### config.mk
export PLATFORM = sky130hd
export DESIGN_NAME = cache_init_sequencer_flat
export DESIGN_NICKNAME = d
export VERILOG_FILES = /design/src/rtl/cache_init_sequencer_if.sv /design/src/rtl/cache_init_sequencer.sv /design/src/flat_wrapper.sv
export SDC_FILE = /design/constraint.sdc
export NUM_CORES = 1
export LEC_CHECK = 0
export BUFFER_PORTS_ARGS = -buffer_cell sky130_fd_sc_hd__clkbuf_2
export CORE_ASPECT_RATIO = 1.1
export CORE_MARGIN = 2
export CORE_UTILIZATION = 45
export CTS_CLUSTER_DIAMETER = 200
export DETAILED_ROUTE_END_ITERATION = 7
export PLACE_DENSITY = 0.72
export SLEW_MARGIN = 40
export SYNTH_ARGS = -nofsm -noshare
export SYNTH_HDL_FRONTEND = slang
export SYNTH_SLANG_ARGS = --single-unit
export TNS_END_PERCENT = 30
### constraint.sdc
create_clock -name clk -period 1.6 [get_ports clk]
set_input_delay 0.16 -clock clk [delete_from_list [all_inputs] [get_ports clk]]
set_output_delay 0.16 -clock clk [all_outputs]
set_load 0.03 [all_outputs]
### src/rtl/cache_init_sequencer_if.sv
// Control-side bundle of the cache init sequencer: power-up/calibration/flush
// inputs and the tag RAM clear port plus status outputs.
interface cache_init_sequencer_if #(
  parameter int INDEX_WIDTH     = 8,
  parameter int TAG_ENTRY_WIDTH = 20
);
  logic                       launch;
  logic                       calib_done;
  logic                       flush_req;
  logic                       cache_idle;
  logic                       tag_we;
  logic [INDEX_WIDTH-1:0]     tag_addr;
  logic [TAG_ENTRY_WIDTH-1:0] tag_wdata;
  logic                       ready;
  logic                       flush_ack;
  logic                       calib_err;

  modport master (
    output launch, calib_done, flush_req, cache_idle,
    input  tag_we, tag_addr, tag_wdata, ready, flush_ack, calib_err
  );

  modport slave (
    input  launch, calib_done, flush_req, cache_idle,
    output tag_we, tag_addr, tag_wdata, ready, flush_ack, calib_err
  );
endinterface

### src/rtl/cache_init_sequencer.sv
// Sequences cache bring-up: waits for power-up and DRAM calibration, invalidates
// every tag entry, then serves whole-cache flush requests with the same clear.
module cache_init_sequencer #(
  parameter int INDEX_WIDTH     = 8,
  parameter int TAG_ENTRY_WIDTH = 20,
  parameter int TIMEOUT_WIDTH   = 24
) (
  input logic                    clk,
  input logic                    rst,
  cache_init_sequencer_if.slave  bus
);

  typedef enum logic [2:0] {
    WAIT_LAUNCH, WAIT_CALIB, CLEAR, DRAIN, READY, FLUSH_WAIT, ERROR
  } state_e;

  localparam logic [INDEX_WIDTH-1:0]   IDX_ONE = {{(INDEX_WIDTH-1){1'b0}}, 1'b1};
  localparam logic [TIMEOUT_WIDTH-1:0] TMO_ONE = {{(TIMEOUT_WIDTH-1){1'b0}}, 1'b1};

  state_e                   state_q, state_d;
  logic [INDEX_WIDTH-1:0]   idx_q, idx_d;
  logic [TIMEOUT_WIDTH-1:0] tmo_q, tmo_d;
  logic                     flush_pend_q, flush_pend_d;
  logic                     tag_we_q, tag_we_d;
  logic [INDEX_WIDTH-1:0]   tag_addr_q, tag_addr_d;
  logic                     ready_q, ready_d;
  logic                     flush_ack_q, flush_ack_d;
  logic                     calib_err_q, calib_err_d;

  always_comb begin
    state_d      = state_q;
    idx_d        = idx_q;
    tmo_d        = tmo_q;
    flush_pend_d = flush_pend_q;
    flush_ack_d  = 1'b0;
    calib_err_d  = calib_err_q;
    case (state_q)
      WAIT_LAUNCH: begin
        tmo_d = '0;
        if (bus.launch) state_d = WAIT_CALIB;
      end
      WAIT_CALIB: begin
        // calib_done wins over a timeout hitting in the same cycle
        if (bus.calib_done) begin
          state_d = CLEAR;
          idx_d   = '0;
        end else if (&tmo_q) begin
          state_d     = ERROR;
          calib_err_d = 1'b1;
        end else begin
          tmo_d = tmo_q + TMO_ONE;
        end
      end
      CLEAR: begin
        if (&idx_q) state_d = DRAIN;
        else        idx_d   = idx_q + IDX_ONE;
      end
      DRAIN: begin
        state_d      = READY;
        flush_ack_d  = flush_pend_q;
        flush_pend_d = 1'b0;
      end
      READY: begin
        if (bus.flush_req) begin
          state_d      = FLUSH_WAIT;
          flush_pend_d = 1'b1;
        end
      end
      FLUSH_WAIT: begin
        if (bus.cache_idle) begin
          state_d = CLEAR;
          idx_d   = '0;
        end
      end
      ERROR:   state_d = ERROR;
      default: state_d = WAIT_LAUNCH;
    endcase
    // outputs are decoded from the next state so they land registered
    tag_we_d   = (state_d == CLEAR);
    tag_addr_d = tag_we_d ? idx_d : '0;
    ready_d    = (state_d == READY);
  end

  always_ff @(posedge clk) begin
    if (rst) begin
      state_q      <= WAIT_LAUNCH;
      idx_q        <= '0;
      tmo_q        <= '0;
      flush_pend_q <= 1'b0;
      tag_we_q     <= 1'b0;
      tag_addr_q   <= '0;
      ready_q      <= 1'b0;
      flush_ack_q  <= 1'b0;
      calib_err_q  <= 1'b0;
    end else begin
      state_q      <= state_d;
      idx_q        <= idx_d;
      tmo_q        <= tmo_d;
      flush_pend_q <= flush_pend_d;
      tag_we_q     <= tag_we_d;
      tag_addr_q   <= tag_addr_d;
      ready_q      <= ready_d;
      flush_ack_q  <= flush_ack_d;
      calib_err_q  <= calib_err_d;
    end
  end

  assign bus.tag_we    = tag_we_q;
  assign bus.tag_addr  = tag_addr_q;
  assign bus.tag_wdata = {TAG_ENTRY_WIDTH{1'b0}};
  assign bus.ready     = ready_q;
  assign bus.flush_ack = flush_ack_q;
  assign bus.calib_err = calib_err_q;

endmodule
### src/flat_wrapper.sv
// flat-port wrapper written by rule: the top's interface ports become plain ports
module cache_init_sequencer_flat 
#(
  parameter int INDEX_WIDTH     = 8,
  parameter int TAG_ENTRY_WIDTH = 20,
  parameter int TIMEOUT_WIDTH   = 24
)
  (clk, rst, bus_launch, bus_calib_done, bus_flush_req, bus_cache_idle, bus_tag_we, bus_tag_addr, bus_tag_wdata, bus_ready, bus_flush_ack, bus_calib_err);
  cache_init_sequencer_if #(.INDEX_WIDTH(INDEX_WIDTH), .TAG_ENTRY_WIDTH(TAG_ENTRY_WIDTH)) bus_i ();
  input logic clk;
  input logic rst;
  input wire logic [$bits(bus_i.launch)-1:0] bus_launch;
  input wire logic [$bits(bus_i.calib_done)-1:0] bus_calib_done;
  input wire logic [$bits(bus_i.flush_req)-1:0] bus_flush_req;
  input wire logic [$bits(bus_i.cache_idle)-1:0] bus_cache_idle;
  output wire logic [$bits(bus_i.tag_we)-1:0] bus_tag_we;
  output wire logic [$bits(bus_i.tag_addr)-1:0] bus_tag_addr;
  output wire logic [$bits(bus_i.tag_wdata)-1:0] bus_tag_wdata;
  output wire logic [$bits(bus_i.ready)-1:0] bus_ready;
  output wire logic [$bits(bus_i.flush_ack)-1:0] bus_flush_ack;
  output wire logic [$bits(bus_i.calib_err)-1:0] bus_calib_err;
  assign bus_i.launch = bus_launch;
  assign bus_i.calib_done = bus_calib_done;
  assign bus_i.flush_req = bus_flush_req;
  assign bus_i.cache_idle = bus_cache_idle;
  assign bus_tag_we = bus_i.tag_we;
  assign bus_tag_addr = bus_i.tag_addr;
  assign bus_tag_wdata = bus_i.tag_wdata;
  assign bus_ready = bus_i.ready;
  assign bus_flush_ack = bus_i.flush_ack;
  assign bus_calib_err = bus_i.calib_err;
  cache_init_sequencer #(.INDEX_WIDTH(INDEX_WIDTH), .TAG_ENTRY_WIDTH(TAG_ENTRY_WIDTH), .TIMEOUT_WIDTH(TIMEOUT_WIDTH)) u_core (.clk(clk), .rst(rst), .bus(bus_i));
endmodule
* Yosys cells after proc, flatten, opt, wreduce, memory -nomap -nowiden
Index checks and enable logic that the tools add are counted.
** Word-level totals
- Register bits :: 48
- Bits of input ports :: 6
- Output and inout bits :: 32
- Logic and storage cells :: 51
** Cells by class
- Add/sub/neg operators :: 2
- Equal/unequal tests :: 11
- Mux-type cells :: 16
- Bitwise operators :: 3
- Reduce and logical (&&, ||, !) cells :: 10
** Operator list (count)
- 2-to-1 mux 24 bit :: 2
- case mux 24 bit (2 select lines) :: 1
- AND reduction 26 bit :: 1
- adder 24 x 1 -> 24 bit, second input constant :: 1
- 2-to-1 mux 8 bit :: 3
- case mux 8 bit (3 select lines) :: 1
- AND reduction 24 bit :: 1
- case mux 3 bit (7 select lines) :: 1
- 2-to-1 mux 3 bit :: 6
- == test 3 bit, second input constant :: 4
- == test 3 x 2 -> 1 bit, second input constant :: 3
- adder 8 x 1 -> 8 bit, second input constant :: 1
- AND reduction 8 bit :: 1
- != test 2 bit, second input constant :: 3
- nonzero test 2 bit :: 2
- OR reduction 2 bit :: 2
- == test 3 x 1 -> 1 bit, second input constant :: 1
- logical NOT 3 bit :: 1
- inverter 1 bit :: 3
- AND reduction 3 bit :: 1
- case mux 1 bit (2 select lines) :: 1
- AND reduction 2 bit :: 1
- 2-to-1 mux 1 bit :: 1

* Longest topological paths before layout
Gate-level depths: netlist (run 1).
- Depth in word-level cells :: 7
- Gate-level depth with buffers :: 7
- Depth with buffers taken out :: 6

* Least setup slack after synthesis (run 1)
Ideal clock, no wire load.
- Path kind :: reg-to-reg
- Start point :: register u_core.idx_q[0]
- End point :: register u_core.idx_q[5]
- Library setup time :: 0.065 ns
- Data arrival time :: 1.721 ns
- Required time :: 1.535 ns
- Path slack :: -0.186 ns
- Stages on the path, launching flop included :: 8
- Path buffers :: 1
- Period minus slack after synthesis :: 1.786 ns
- Cells stage by stage :: dfxtp_1 ha_1 and2_1 and3_1 clkbuf_1 or4_1 o211a_1 nor2_1
** On the way
- Longest elaborated chain between the ends :: 3
** Ends and longest elaborated chain
- start: declaration :: line cache_init_sequencer.sv:21 : logic [INDEX_WIDTH-1:0] idx_q, idx_d;
- start signal: assignment :: line cache_init_sequencer.sv:97 : idx_q <= idx_d;
- adder 8 x 1 -> 8 bit / AND reduction 8 bit (equally long branches) :: line cache_init_sequencer.sv:56, cache_init_sequencer.sv:55
- 2-to-1 mux 8 bit (*) :: line cache_init_sequencer.sv:55 : if (&idx_q) state_d = DRAIN;
- case mux 8 bit (3 select lines) (*) :: line cache_init_sequencer.sv:37 : case (state_q)
Every way passes the cells marked *; elsewhere a longest branch is shown, timed or not.
A chain may end at the register's enable or synchronous reset.

* Worst setup path in the final report (run 1)
- Start point :: register u_core.tmo_q[14]
- End point :: register u_core.tag_addr_q[0] (netlist: u_core.bus.tag_addr[0])
** On the way
- Longest elaborated chain between the ends :: 7
** Ends and longest elaborated chain
- start: declaration :: line cache_init_sequencer.sv:22 : logic [TIMEOUT_WIDTH-1:0] tmo_q, tmo_d;
- start signal: assignment :: line cache_init_sequencer.sv:98 : tmo_q <= tmo_d;
- AND reduction 24 bit :: line cache_init_sequencer.sv:47 : end else if (&tmo_q) begin
- 2-to-1 mux 3 bit :: line cache_init_sequencer.sv:47
- 2-to-1 mux 3 bit :: line cache_init_sequencer.sv:44 : if (bus.calib_done) begin
- case mux 3 bit (7 select lines) :: line cache_init_sequencer.sv:37
- == test 3 x 2 -> 1 bit :: line cache_init_sequencer.sv:79 : tag_we_d = (state_d == CLEAR);
- inverter 1 bit (no source line)
- OR reduction 2 bit (no source line)
- end signal: assignment :: line cache_init_sequencer.sv:101 : tag_addr_q <= tag_addr_d;
- end: declaration :: line cache_init_sequencer.sv:25 : logic [INDEX_WIDTH-1:0] tag_addr_q, tag_addr_d;
No other way between the ends.

==> flow_summary.json, run 1 <==
{
  "critPathKind": "reg2reg",
  "fmax_ghz": 0.565,
  "place_congestion": 0.872,
  "clock-sinks": 48,
  "whs_ns": 0.199,
  "rsz0062_at_grt": "yes",
  "drt.antenna.violating_nets": 0,
  "critPathLaunchType": "register",
  "portBuffers": 17,
  "first_global_vias": 2285,
  "layout-drive-gt1-share_pct": 39.7,
  "hold_depth": 2,
  "ys_top_cells_by_area": "dfxtp_1 37%, buf_4 6.1%, xnor2_1 5.4%",
  "min_to": "u_core.idx_q[1]",
  "status": "complete, but fails checks",
  "finalMaxSlewViolations": 0,
  "die-area_mm2": 0.00640,
  "synth_cell_type_count": 60,
  "final.setup.worst_slack_ns": -0.171,
  "grt_max_degree": 15,
  "ys_seq_area_share_pct": 37.0,
  "layout_common_cells": "69 x buf_4, 34 x nor2_1, 31 x dfxtp_1, 20 x conb_1, 18 x nand2_1",
  "failed_checks": "negative setup slack",
  "final_common_cell": "buf_4",
  "power_mw": 2.46,
  "reg2reg_from": "u_core.tmo_q[14]",
  "clockBufferDepth": 2,
  "cts_made_buffers": 5,
  "synth_enable_flop_cells": 0,
  "setup_violations": 23,
  "cts-root-buf": "clkbuf_8",
  "synth_area_per_cell_um2": 8.84,
  "cts_tree": "done",
  "ctsHtreeMaxLevel": 2,
  "synth_warnings": 0,
  "ios": 38,
  "holdCritPathClass": "in2reg",
  "synth_top_area_share_pct": 37.0,
  "ff2ff_path_depth": 6,
  "final_hold_viol_count": 0,
  "path_max_fanout": 6,
  "hp-start": "rst",
  "holdBufCountCts": 0,
  "nNetsFinal": 387,
  "dp.final_hpwl_um": 4600,
  "die_width_um": 76.5,
  "synth_area_mm2": 0.00260,
  "synthCells": 294,
  "required_ns": 1.84,
  "powerDensity_mw_per_mm2": 709,
  "overflow": 0,
  "routedWlPerCell_um": 13.4,
  "diodes": 0,
  "antenna_found_initial": 0,
  "grt_usage_pct": 19.5,
  "r2r_end": "u_core.bus.tag_addr[0]",
  "clk_latency_ns": 0.30,
  "fin_skew_ns": 0.00435,
  "start_util_pct": 45.9,
  "period_minus_slack_ns": 1.77,
  "yosysTopAreaCell": "dfxtp_1",
  "async_flop_share_pct": 0,
  "worst_setup_path_end_kind": "register",
  "dr.pass1.iters": 4,
  "cap_violations": 0,
  "num_vias": 2370,
  "rows": 29,
  "drt_wl_total_um": 6130,
  "power.leakage_nw": 1.41,
  "yosys_most_used_dff": "dfxtp_1",
  "ys_ff_latch": 48,
  "path_clk_slew_ns": 0.09,
  "r2r_slack_ns": -0.17,
  "die_h_um": 83.7,
  "via_per_inst": 5.19,
  "drc": 0,
  "grt_pass1_wl_um": 10300,
  "area_delta_synth_final_pct": 33.5,
  "fin_crit_sh_pct": 111,
  "drt_iter0_markers": 106,
  "arrival_ns": 2.01,
  "core-area_mm2": 0.00566,
  "ir_drop_mv": 0.441
}
sequential cells by signal (all words and copies together) (netlist names):
register and cells:
u_core.bus.tag_addr 8, u_core.bus.ready 1, u_core.bus.tag_we 1, u_core.bus.calib_err 1
u_core.idx_q 8, u_core.flush_pend_q 1, u_core.tmo_q 24, u_core.bus.flush_ack 1
u_core.state_q 3
per-stage QoR:
step	setup TNS, ns	worst slack (ns)	area, um2	std cells	util (%)
floorplan	-0.686	-0.0770	2720	313	-
global placement	-1.18	-0.0995	3190	442	56.4
detailed placement	-2.29	-0.159	3190	442	56.4
CTS	-1.21	-0.162	3430	457	60.6
global route	-4.91	-0.249	3470	457	61.3
finish	-1.46	-0.171	3470	457	61.3
metal layers:
layer	vias to the layer above	global-route usage (%)	wire length [um]
met4	0	4.79	22
met2	47	35.9	3270
met3	4	3.25	203
met5	-	0	0
met1	1134	23.4	2640
li1	1185	-	-
area by class of cell:
class | instances | area (um2)
fillers | 510 | 2190
clock inverters | 2 | 35.0
clock buffers | 6 | 72.6
multi-input cells | 226 | 1560
well taps | 77 | 96.3
inverters | 4 | 15.0
repair buffers | 94 | 702
flip-flops and latches | 48 | 987
cells by family (layout without fill, tap and decap cells):
group	count (synthesis)	in the layout	share of synthesized area, %
XOR/XNOR	17	17	5.73
AND/OR/NAND/NOR	129	129	29.9
other	1	20	0.144
AO/OA/AOI/OAI	53	53	15.0
buffers and inverters	39	106	9.34
multiplexers	5	5	1.93
flip-flops	48	48	37.0
adder cells (fa/ha/maj)	2	2	0.962
synthesized netlist by cell type (2+ instances only):
cell and number:
nor3_1 7, and2_1 2, a41o_1 2, a21oi_1 14
o211a_1 2, o211ai_1 2, nand3_1 12, nor2_1 34
clkbuf_1 4, xnor2_1 16, buf_2 8, nand2_1 18
mux2i_1 5, buf_4 21, dfxtp_1 48, and4_1 4
o21ai_0 9, ha_1 2, a31oi_1 2, nor3b_1 2
nor2b_1 7, a311oi_1 2, or3_1 5, a311oi_2 2
a211oi_1 9, inv_1 4, nand4_1 11, and3_1 8
critical path, stage by stage, from the launching register on:
cell	delay, ns
dfxtp_2	0.34
nand4_1	0.14
or4_4	0.61
o21ai_4	0.19
nand4_4	0.16
buf_6	0.17
nor2b_1	0.09
report_power, final:
group | internal [mW] | leakage (nW) | total (mW) | switching [mW]
Sequential | 1.20 | 0.396 | 1.21 | 0.0117
Clock | 0.464 | 0.0552 | 0.872 | 0.407
Combinational | 0.150 | 0.963 | 0.376 | 0.226
worst max path at each step:
stage	start	to	slack [ns]	cells after the start
after floorplan	u_core.tmo_q[13]	u_core.bus.tag_addr[3]	-0.08	5
after global placement	u_core.tmo_q[14]	u_core.bus.tag_addr[4]	-0.1	5
after detailed placement	u_core.tmo_q[11]	u_core.bus.tag_addr[4]	-0.16	5
after CTS	u_core.tmo_q[9]	u_core.bus.tag_addr[4]	-0.16	5
after global routing	u_core.tmo_q[14]	u_core.bus.tag_addr[0]	-0.25	6
final	u_core.tmo_q[14]	u_core.bus.tag_addr[0]	-0.17	6
timing repair:
item | in CTS | in global routing
endpoints found under the hold margin | 0 | 0
pin swaps | 17 | 19
buffers inserted | 7 | 1
resized for setup | 25 | 14
setup endpoints to repair | 40 | 43
(Power assumes the default switching activity.)
==> run 2: changes to the inputs <==
Settings changed: TNS_END_PERCENT 30 to unset.
==> flow_summary.json, run 2 (synthesis gave the netlist of run 1 again) <==
{
  "critPathKind": "reg2reg",
  "cts_made_buffers": 5,
  "dr.pass1.iters": 4,
  "final_util_pct": 66.7,
  "drt_iter0_markers": 78,
  "clockBufferDepth": 2,
  "ir_drop_mv": 0.508,
  "worst_setup_path_end_kind": "register",
  "path_buf_inv": 0,
  "path_max_fanout": 7,
  "grt_usage_pct": 20.7,
  "start_util_pct": 45.9,
  "core-area_mm2": 0.00566,
  "p_int_mw": 2.16,
  "p_comb_share_pct": 14.8,
  "crit_start": "u_core.tmo_q[13]",
  "layout_common_cells": "68 x buf_4, 33 x nor2_1, 26 x dfxtp_1, 20 x conb_1, 19 x dfxtp_2",
  "place_congestion": 0.815,
  "top_register": "u_core.tmo_q",
  "required_ns": 1.82,
  "register_area_um2": 996,
  "gr-usage-met2_pct": 38.4,
  "first_global_vias": 2341,
  "nNetsFinal": 395,
  "powerDensity_mw_per_mm2": 756,
  "cts-root-buf": "clkbuf_8",
  "fill_cells": 439,
  "final_hold_viol_count": 0,
  "holdCritPathClass": "in2reg",
  "final_common_cell": "buf_4",
  "r2r_slack_ns": -0.15,
  "slowest_stage": "or4_4",
  "diodes": 0,
  "place_area_mm2": 0.00318,
  "antenna_found_initial": 0,
  "fin_area_mm2": 0.00377,
  "via_per_inst": 5.29,
  "arrival_ns": 1.98,
  "grt_max_degree": 16,
  "largest_reg_flops": 24,
  "cts_tree": "done",
  "critPathCapture": "u_core.bus.tag_addr[3]",
  "fin_skew_ns": 0.00462,
  "path_cells": "nand4_1, or4_4, o21ai_4, nand4_4, a311oi_2",
  "r2r_end": "u_core.bus.tag_addr[3]",
  "slowest_delay_ns": 0.61,
  "reg2reg_from": "u_core.tmo_q[13]",
  "globalRouteMet3Util_pct": 3.79,
  "rows": 29,
  "portBuffers": 17,
  "crit_family": "simple AND/OR/NAND/NOR gates",
  "num_vias": 2460,
  "swShare_pct": 24.1,
  "p_sw_mw": 0.689,
  "final.setup.worst_slack_ns": -0.154,
  "ctsHtreeMaxLevel": 2,
  "ff2ff_path_depth": 5,
  "period_minus_slack_ns": 1.75,
  "rsz0062_at_grt": "yes",
  "fin_setup_tns_ns": -1.65,
  "p_clk_share_pct": 42.4,
  "top_usage_layer": "met2",
  "dp.final_hpwl_um": 4460,
  "clk_latency_ns": 0.30,
  "path_clk_slew_ns": 0.09,
  "fin_crit_sh_pct": 110,
  "clock-sinks": 48,
  "die-area_mm2": 0.00640,
  "cap_violations": 0,
  "overflow": 0,
  "finalMaxSlewViolations": 0,
  "power.leakage_nw": 1.52,
  "worst-path-stages": 5,
  "multiInputGateArea_mm2": 0.00170,
  "stdcell_count": 465,
  "routedWlPerCell_um": 14.9,
  "dp_cells": 438,
  "area_delta_synth_final_pct": 45.2,
  "drc": 0,
  "layout-drive-gt1-share_pct": 47.7,
  "status": "complete, but fails checks",
  "fmax_ghz": 0.570,
  "die_h_um": 83.7,
  "hold_depth": 2,
  "setup_violations": 28,
  "drt_wl_total_um": 6910,
  "ios": 38,
  "failed_checks": "negative setup slack",
  "pwr-share-seq_pct": 42.7,
  "drt.antenna.violating_nets": 0,
  "use_met1_pct": 24.4,
  "grt_pass1_wl_um": 10900,
  "critPathLaunchType": "register",
  "whs_ns": 0.243,
  "die_width_um": 76.5
}
[run 2: through the flow]
step / worst slack, ns / power [mW]
floorplan: -0.0763 / 1.50
global placement: -0.178 / 1.57
detailed placement: -0.228 / 1.58
CTS: -0.139 / 2.82
global route: -0.265 / 2.95
finish: -0.154 / 2.85
[run 2: worst min path at each step]
stage                                      end                  from
after floorplan                u_core.tmo_q[6]                   rst
after global placement     u_core.flush_pend_q   u_core.flush_pend_q
after detailed placement  u_core.bus.calib_err  u_core.bus.calib_err
after CTS                    u_core.state_q[2]                   rst
after global routing      u_core.bus.calib_err                   rst
final                     u_core.bus.calib_err                   rst
[run 2: area by class of cell]
type,count,area share (%)
Timing Repair Buffer,102,21.3
Tap cell,77,2.55
Clock buffer,5,1.82
Clock inverter,3,2.39
Inverter,4,0.398
Sequential cell,48,26.4
Multi-Input combinational cell,226,45.1
[run 2: routing by layer]
layer / routed length, um / vias to the layer above / share of wire [%]
met3: 204 / 19 / 3.0
met2: 3630 / 55 / 52
li1: - / 1200 / -
met5: 0 / - / 0
met1: 2910 / 1186 / 42
met4: 176 / 0 / 2.5
[run 2: repair_timing]
| action | CTS | global route |
|---|---|---|
| setup endpoints to repair | 44 | 44 |
| buffers inserted | 10 | 10 |
| hold buffers | 0 | 0 |
| pin swaps | 24 | 28 |
| gates resized for setup | 44 | 35 |
[run 2: worst reg2reg max path, delay by kind of cell (launching register included)]
kind	cells	cell delay, ns
flip-flops	1	0.34
AO/OA/AOI/OAI	2	0.42
AND/OR/NAND/NOR	3	0.92
[run 2: power groups by stage]
| stage | clock network, mW | registers, mW | logic [mW] |
|---|---|---|---|
| 2_1_floorplan | 0 | 1.24 | 0.261 |
| 3_3_place_gp | 0 | 1.25 | 0.328 |
| 3_5_place_dp | 0 | 1.25 | 0.333 |
| 4_1_cts | 1.23 | 1.22 | 0.373 |
| 5_1_grt | 1.28 | 1.22 | 0.455 |
| 6_report | 1.21 | 1.22 | 0.424 |
==> run 3: changes to the inputs <==
Settings changed: PLACE_DENSITY 0.72 to 0.69.
Clock period 1.6 ns to 2.1 ns, I/O delays scaled along.
==> flow_summary.json, run 3 (synthesis gave the netlist of run 1 again) <==
{
  "status": "completed",
  "period_minus_slack_ns": 1.97,
  "ios": 38,
  "ctsHtreeMaxLevel": 2,
  "diodes": 0,
  "largest_reg_flops": 24,
  "dpl_worst_slack_ns": 0.151,
  "power_mw": 2.03,
  "clock-sinks": 48,
  "relSlewSlack_pct": 64.4,
  "top_register": "u_core.tmo_q",
  "fin_crit_sh_pct": 93.6,
  "holdBufCountCts": 0,
  "fill_cells": 571,
  "die_h_um": 83.7,
  "rows": 29,
  "whs_ns": 0.243,
  "start_util_pct": 45.9,
  "drc": 0,
  "area_delta_synth_final_pct": 10.3,
  "worst_pin_slew_ns": 0.533,
  "routedWlPerCell_um": 12.9,
  "path_max_fanout": 7,
  "min_to": "u_core.state_q[2]",
  "cts_resized": 0,
  "overflow": 0,
  "fin_area_mm2": 0.00287,
  "num_vias": 2038,
  "grt_pass1_wl_um": 8740,
  "hp-start": "rst",
  "dr.pass1.iters": 4,
  "grt_max_degree": 19,
  "clk_latency_ns": 0.30,
  "power.leakage_nw": 1.07,
  "required_ns": 2.31,
  "critPathLaunchType": "register",
  "grt_usage_pct": 16.6,
  "cts-root-buf": "clkbuf_8",
  "die_width_um": 76.5,
  "cts_setup_buffers": 0,
  "cap_violations": 0,
  "dp.final_hpwl_um": 3680,
  "drt_wl_total_um": 5030,
  "powerDensity_mw_per_mm2": 708,
  "drt.antenna.violating_nets": 0,
  "place_area_mm2": 0.00271,
  "hold_depth": 2,
  "ff2ff_path_depth": 5,
  "drt_iter0_markers": 109,
  "path_clk_slew_ns": 0.09,
  "critPathKind": "reg2reg",
  "via_per_inst": 5.21,
  "antenna_found_initial": 0,
  "rsz0062_at_grt": "no",
  "fin_setup_tns_ns": 0,
  "place_congestion": 0.831,
  "register_area_um2": 962,
  "final.setup.worst_slack_ns": 0.135,
  "die-area_mm2": 0.00640,
  "fmax_ghz": 0.509,
  "multiInputGateArea_mm2": 0.00147,
  "clockBufferDepth": 2,
  "nNetsFinal": 321,
  "layout-drive-gt1-share_pct": 17.8,
  "worst_setup_path_end_kind": "register",
  "r2r_end": "u_core.bus.tag_addr[3]",
  "core-area_mm2": 0.00566,
  "r2r_slack_ns": 0.13,
  "final_hold_viol_count": 0,
  "holdCritPathClass": "in2reg",
  "portBuffers": 17,
  "ir_drop_mv": 0.372,
  "layout_common_cells": "47 x dfxtp_1, 34 x nor2_1, 20 x conb_1, 18 x nand2_1, 17 x clkbuf_2",
  "cts_made_buffers": 5,
  "first_global_vias": 1922,
  "fin_skew_ns": 0.00784,
  "finalMaxSlewViolations": 0,
  "reg2reg_from": "u_core.tmo_q[13]",
  "setup_violations": 0,
  "cts_tree": "done",
  "final_common_cell": "dfxtp_1",
  "arrival_ns": 2.18
}
## run 3: cell count changes in the layout (fill, tap and decap cells not counted), sizes merged
cell / change
buf: -74
## run 3: metrics by stage
step	instances	util, %
3_5_place_dp	383	47.8
5_1_grt	391	50.7
3_3_place_gp	383	47.8
4_1_cts	391	50.6
6_report	391	50.7
2_1_floorplan	313	-
## run 3: worst max-delay path, stage by stage (launching register included)
cell and delay [ns]:
dfxtp_1 0.42, nand4_1 0.21, or4_4 0.60, o21ai_4 0.23
nand4_4 0.19, a311oi_2 0.23
## run 3: final cells by class
class                   count  share of cell area [%]
clock inverters             3                    3.14
clock buffers               5                    2.40
inverters                   4                   0.524
flip-flops and latches     48                    33.6
well taps                  77                    3.36
multi-input cells         226                    51.2
repair buffers             28                    5.85
## run 3: how the worst max path moves through the flow
stage	start	to	slack (ns)	depth (start not counted)
4_1_cts	u_core.tmo_q[8]	u_core.bus.tag_addr[3]	0.13	5
3_3_place_gp	u_core.tmo_q[13]	u_core.bus.tag_addr[3]	0.19	5
6_report	u_core.tmo_q[13]	u_core.bus.tag_addr[3]	0.13	5
3_5_place_dp	u_core.tmo_q[8]	u_core.bus.tag_addr[3]	0.15	5
2_1_floorplan	u_core.idx_q[0]	u_core.idx_q[5]	0.31	7
5_1_grt	u_core.tmo_q[0]	u_core.bus.tag_addr[4]	0.01	6
## run 3: layer usage
metal	vias to the layer above	part of all wire (%)	GRT usage [%]
met1	933	46	20.3
met4	0	1.2	5.95
met5	-	0	0
met2	42	49	29.0
li1	1057	-	-
met3	6	3.3	3.14
## run 3: report_power, final
part / total [mW] / internal (mW) / leakage, nW / switching, mW
Combinational: 0.200 / 0.0547 / 0.609 / 0.145
Clock: 0.900 / 0.595 / 0.0784 / 0.305
Sequential: 0.930 / 0.917 / 0.388 / 0.0130
Total: 2.03 / 1.57 / 1.07 / 0.464
